### src/rtl/pe_ctrl.sv
// pe_ctrl: loads an 18-byte kernel, streams image windows through the
// external pe MAC, and rounds/saturates each result to a signed byte.
//
// Handshakes: a transfer happens on a rising clock edge where valid and
// ready are both high. A producer holds valid and data steady until that
// edge. Ready never depends on the valid of the same interface.
module pe_ctrl #(
    parameter int ROU   = 4,
    parameter int CNT_W = 16
) (
    input  logic               i_clk,
    input  logic               i_rst_n,
    input  logic               i_start,
    input  logic [CNT_W-1:0]   i_num_win,
    input  logic               i_krn_valid,
    input  logic [7:0]         i_krn_data,
    output logic               o_krn_ready,
    input  logic               i_win_valid,
    input  logic [143:0]       i_win_data,
    output logic               o_win_ready,
    output logic [143:0]       o_pe_image,
    output logic [143:0]       o_pe_kernel,
    input  logic signed [20:0] i_pe_result,
    output logic               o_out_valid,
    output logic [7:0]         o_out_data,
    input  logic               i_out_ready,
    output logic               o_busy,
    output logic               o_done,
    output logic [2:0]         o_state
);

    typedef enum logic [2:0] {
        S_IDLE   = 3'd0,
        S_LOAD_K = 3'd1,
        S_RUN    = 3'd2,
        S_DRAIN  = 3'd3,
        S_DONE   = 3'd4
    } state_t;

    localparam logic signed [21:0] RND_HALF = 22'sd1 <<< (ROU - 1);
    localparam logic signed [21:0] SAT_MAX  = 22'sd127;
    localparam logic signed [21:0] SAT_MIN  = -22'sd128;
    localparam logic [4:0]         KRN_LAST = 5'd17;

    state_t             state;
    state_t             state_nxt;
    logic [CNT_W-1:0]   num_win;
    logic [CNT_W-1:0]   win_cnt;
    logic [CNT_W-1:0]   win_cnt_inc;
    logic [4:0]         krn_cnt;
    logic               v1;
    logic               v2;
    logic               adv1;
    logic               adv2;
    logic               in_pipe;
    logic               win_acc;
    logic               krn_acc;
    logic               pipe_ld;
    logic signed [21:0] rnd_t;
    logic signed [21:0] rnd_s;
    logic [7:0]         sat_res;

    // Pipeline advance terms, ready generation and accept strobes.
    always_comb begin
        adv2        = ~v2 | i_out_ready;
        adv1        = ~v1 | adv2;
        in_pipe     = (state == S_RUN) || (state == S_DRAIN);
        o_krn_ready = (state == S_LOAD_K);
        // Window count is capped here, so win_cnt can never pass num_win.
        o_win_ready = (state == S_RUN) && adv1 && (win_cnt < num_win);
        krn_acc     = o_krn_ready & i_krn_valid;
        win_acc     = o_win_ready & i_win_valid;
        pipe_ld     = in_pipe & v1 & adv2;
        win_cnt_inc = win_cnt + CNT_W'(1);
    end

    // Round half-up by adding half an LSB before the arithmetic shift, then clamp.
    always_comb begin
        rnd_t   = $signed({i_pe_result[20], i_pe_result}) + RND_HALF;
        rnd_s   = rnd_t >>> ROU;
        sat_res = rnd_s[7:0];
        if (rnd_s > SAT_MAX) begin
            sat_res = 8'h7F;
        end else if (rnd_s < SAT_MIN) begin
            sat_res = 8'h80;
        end
    end

    // Next-state logic.
    always_comb begin
        state_nxt = state;
        case (state)
            S_IDLE: begin
                if (i_start) begin
                    // An empty job skips the kernel load entirely.
                    state_nxt = (i_num_win == '0) ? S_DONE : S_LOAD_K;
                end
            end
            S_LOAD_K: begin
                if (krn_acc && (krn_cnt == KRN_LAST)) begin
                    state_nxt = S_RUN;
                end
            end
            S_RUN: begin
                if (win_acc && (win_cnt_inc == num_win)) begin
                    state_nxt = S_DRAIN;
                end
            end
            S_DRAIN: begin
                if (!v1 && !v2) begin
                    state_nxt = S_DONE;
                end
            end
            S_DONE: begin
                state_nxt = S_IDLE;
            end
            default: begin
                state_nxt = S_IDLE;
            end
        endcase
    end

    // State register.
    always_ff @(posedge i_clk or negedge i_rst_n) begin
        if (!i_rst_n) begin
            state <= S_IDLE;
        end else begin
            state <= state_nxt;
        end
    end

    // Job length and progress counters.
    always_ff @(posedge i_clk or negedge i_rst_n) begin
        if (!i_rst_n) begin
            num_win <= '0;
            win_cnt <= '0;
            krn_cnt <= '0;
        end else begin
            if ((state == S_IDLE) && i_start) begin
                num_win <= i_num_win;
                win_cnt <= '0;
                krn_cnt <= '0;
            end
            if (krn_acc) begin
                krn_cnt <= krn_cnt + 5'd1;
            end
            if (win_acc) begin
                win_cnt <= win_cnt_inc;
            end
        end
    end

    // Kernel bytes fill the bus from the top: byte 0 lands in [143:136].
    always_ff @(posedge i_clk or negedge i_rst_n) begin
        if (!i_rst_n) begin
            o_pe_kernel <= '0;
        end else if (krn_acc) begin
            for (int k = 0; k < 18; k++) begin
                if (krn_cnt == 5'(k)) begin
                    o_pe_kernel[143-8*k -: 8] <= i_krn_data;
                end
            end
        end
    end

    // Two-stage pipeline: window register (v1) feeds the pe, output register (v2) holds the result.
    always_ff @(posedge i_clk or negedge i_rst_n) begin
        if (!i_rst_n) begin
            o_pe_image <= '0;
            o_out_data <= '0;
            v1         <= 1'b0;
            v2         <= 1'b0;
        end else begin
            if (win_acc) begin
                o_pe_image <= i_win_data;
                v1         <= 1'b1;
            end else if (pipe_ld) begin
                v1 <= 1'b0;
            end
            if (pipe_ld) begin
                o_out_data <= sat_res;
                v2         <= 1'b1;
            end else if (v2 && i_out_ready) begin
                v2 <= 1'b0;
            end
        end
    end

    assign o_out_valid = v2;
    assign o_busy      = (state != S_IDLE);
    assign o_done      = (state == S_DONE);
    assign o_state     = state;

endmodule

### config.mk
export PLATFORM = sky130hd
export DESIGN_NAME = pe_ctrl
export DESIGN_NICKNAME = d
export VERILOG_FILES = /design/src/rtl/pe_ctrl.sv
export SDC_FILE = /design/constraint.sdc
export NUM_CORES = 1
export LEC_CHECK = 0
export ABC_AREA = 0
export ABC_CLOCK_PERIOD_IN_PS = 3100
export CAP_MARGIN = 10
export CORE_AREA = 2 2 192 194
export DETAILED_ROUTE_END_ITERATION = 7
export DIE_AREA = 0 0 194 196
export HOLD_SLACK_MARGIN = 0.02
export MAX_ROUTING_LAYER = met4
export PLACE_DENSITY_LB_ADDON = 0.15
export SKIP_LAST_GASP = 1
export SYNTH_ARGS = -nofsm -noshare
export SYNTH_HDL_FRONTEND = slang
export SYNTH_SLANG_ARGS = --single-unit
### constraint.sdc
create_clock -name i_clk -period 3.1 [get_ports i_clk]
set_input_delay 0.465 -clock i_clk [delete_from_list [all_inputs] [get_ports i_clk]]
set_output_delay 0.465 -clock i_clk [all_outputs]
set_load 0.02 [all_outputs]
==> out/qor.csv <==
metric;value;unit
ant_nets;0;
path_clk_slew;0.06;ns
fillers;3018;
min_path_type;in -> reg;
reg2reg_to;o_pe_image[39];
critical_path.max_stage_delay;0.43;ns
r2r_cells;11;
place.port_buffers;495;
synth.area.mux_share;11.3;%
start_util;40.2;%
synthAdderAreaFrac;1.98;%
fmax;0.341;GHz
worst_pin_slew;0.993;ns
placed_cells;2316;
layout_common_cells;clkdlybuf4s50_1 (493), nand2_1 (491), dfrtp_1 (338), mux2_2 (145);
p_leak;10.1;nW
cts-buffers-inserted;38;
nets;2108;
antenna_found_initial;4;
grt_overflow_total;0;
cap_violations;0;
gp_congestion;0.878;
dieArea;38000;um2
start_kind;flop;
routed_wl;46900;um
layout-drive-gt1-share;13.9;%
mostFrequentLayoutCell;clkdlybuf4s50_1;
async_flop_share;100;%
critPathMaxFanout;4;
worstSetupEndpointType;output pin;
slew_headroom;33.5;%
stdcell_count;2391;
cp.required;2.63;ns
ys_top_cells_by_area;dfrtp_1 (58%), nand2_1 (13%), mux2_2 (11%);
clk_path_buf_depth;3;
tns;0;ns
outcome;complete, no violations;
vias;12000;
placed_area;20200;um2
yosysTopAreaCell;dfrtp_1;
min_period;2.93;ns
htree_levels;2;
yosys.area_share.simple;18.9;%
yosysWarnings;0;
grt_pass1_vias;12300;
critPathLaunch;num_win[2];
cts_root_buf;clkbuf_16;
syn_area_per_cell;10.6;um2
die_width;194;um
die_height;196;um
synth_top_area_share;58.3;%
drc_errors;0;
vias_per_cell;5.03;
critical-path-slowest-cell;dfrtp_1;
cts_tree;yes;
ys.flop_type;dfrtp_1;
io_pins;499;
drv_slew;0;
path_cells;inv_1 > ha_1 > o21ai_0 > a21oi_1 > o31ai_1 > a211oi_2 > nor2_1 > clkbuf_2;
worstPathArrival;2.47;ns
cts_sinks;338;
syn_inst;1376;
first_pass_iters;5;
r2r_slack;0.26;ns
synth_compound_area_share;5.27;%
core;36100;um2
hold_viol;0;
skew;0.00964;ns
rsz0062_at_grt;false;
ys_types;62;
synth_xor_area_share;1.63;%
dpl.hpwl;34200;um
finalSetupViolCount;0;
synth_edf_count;0;
post_cts_buffers;0;
r2r-start;num_win[2];
grt_use_total;25.0;%
holdCritStartpoint;i_win_data[103];
ys_ff_latch;338;
powerDensity;724;nW/um2
finalInstanceArea;21500;um2
seq_area_frac_synth;58.3;%
endpoint;o_win_ready;
area_growth;48.4;%
grt_max_degree;113;
rows;70;
clk-insertion-delay-late;0.54;ns
fin_util;59.7;%
syn-cell-area;14500;um2
ir_worst_vdd;0.000641;V
wire_per_inst;19.6;um
syn-num-nets;1594;
worstSetupPathType;reg -> out;
grt_pass1_wl;72100;um
drt_iter0_markers;619;
period_share;94.7;%
synth_top_family_by_area;simple AND/OR/NAND/NOR gates;
-- routing by layer --
| layer | global-route usage [%] | up-vias | wire, um |
|---|---|---|---|
| met5 | - | - | 0 |
| met4 | 7.32 | 0 | 1190 |
| met3 | 7.03 | 75 | 3510 |
| met2 | 40.8 | 422 | 22800 |
| met1 | 30.5 | 5887 | 19400 |
| li1 | - | 5640 | - |
-- sequential cells by signal, summed over array words and instances, names as in the netlist --
register	count
krn_cnt	5
num_win	16
o_pe_kernel	144
o_state	3
v1	1
o_out_valid	1
o_pe_image	144
o_out_data	8
win_cnt	16
-- synthesized netlist by cell type, types with 3 or more instances --
| master | n |
|---|---|
| nand2_1 | 491 |
| dfrtp_1 | 338 |
| mux2_2 | 145 |
| o21ai_0 | 41 |
| buf_2 | 32 |
| nand3_1 | 29 |
| clkbuf_1 | 26 |
| inv_1 | 25 |
| ha_1 | 23 |
| nor2_1 | 20 |
| nand4_1 | 16 |
| a21oi_1 | 15 |
| xnor2_1 | 15 |
| nor3_1 | 14 |
| xor2_1 | 12 |
| and2_1 | 10 |
| nor4_1 | 8 |
| o211ai_1 | 8 |
| nor2b_1 | 7 |
| or3_1 | 7 |
| a21o_1 | 6 |
| buf_1 | 6 |
| nor3b_1 | 6 |
| o21a_1 | 6 |
| and3_1 | 5 |
| and4_1 | 5 |
| a211oi_1 | 4 |
| o31ai_1 | 4 |
| a211o_1 | 3 |
| a31oi_1 | 3 |
| nand2b_1 | 3 |
| nand4b_1 | 3 |
| nor3b_2 | 3 |
-- timing repair --
item | in CTS | in global routing
endpoints found under the hold margin | 75 | 0
hold buffers | 1 | 0
cloned | 0 | 1
setup endpoints to repair | 1 | 124
resized for setup | 2 | 5
pin swaps | 0 | 1
-- power by group --
part | total, mW | internal [mW] | leakage (nW) | switching, mW
Clock | 4.63 | 2.79 | 0.625 | 1.84
Sequential | 5.95 | 5.37 | 4.54 | 0.575
Combinational | 5.03 | 2.59 | 4.95 | 2.44
-- area by class of cell --
type                       instances  area [um2]  share of cell area [%]
timing repair buffer             539        5430                    25.2
clock inverter                    13         186                   0.865
tap                              468         586                    2.72
inverter                          25        93.8                   0.435
multi-input combinational        948        5700                    26.4
clock buffer                      56        1090                    5.06
sequential                       338        8460                    39.3
antenna                            4        10.0                  0.0465
-- per-stage QoR --
step / hold slack (ns) / total power, mW / setup slack, ns
CTS: 0.432 / 15.8 / 0.0166
floorplan: 0.169 / 8.43 / 0.757
global route: 0.444 / 16.3 / 0.0381
global placement: 0.458 / 11.0 / 0.143
finish: 0.454 / 15.6 / 0.166
detailed placement: 0.461 / 11.1 / 0.104
-- cell families after synthesis --
group / count (synthesis)
AOI/OAI and AO/OA: 113
xor gates and xnor gates: 27
adders and majority gates: 23
buffers and inverters: 91
DFF: 338
muxes: 146
and+or+nand+nor: 638
-- worst min path at each step --
stage,end,cells past startpoint
final,o_pe_image[103],3
after global routing,o_pe_image[18],3
after CTS,o_pe_image[103],3
after detailed placement,o_pe_image[27],2
after global placement,o_pe_image[10],2
after floorplan,krn_cnt[0],0
-- worst max-delay path: cells and delay by family (launching register included) --
family	cells	cell delay [ns]
flip-flops	1	0.43
AND/OR/NAND/NOR	1	0.22
AO/OA/AOI/OAI	4	0.70
buffers and inverters	2	0.30
adder cells (fa/ha/maj)	1	0.29
Power figures use the tool's default switching activity.
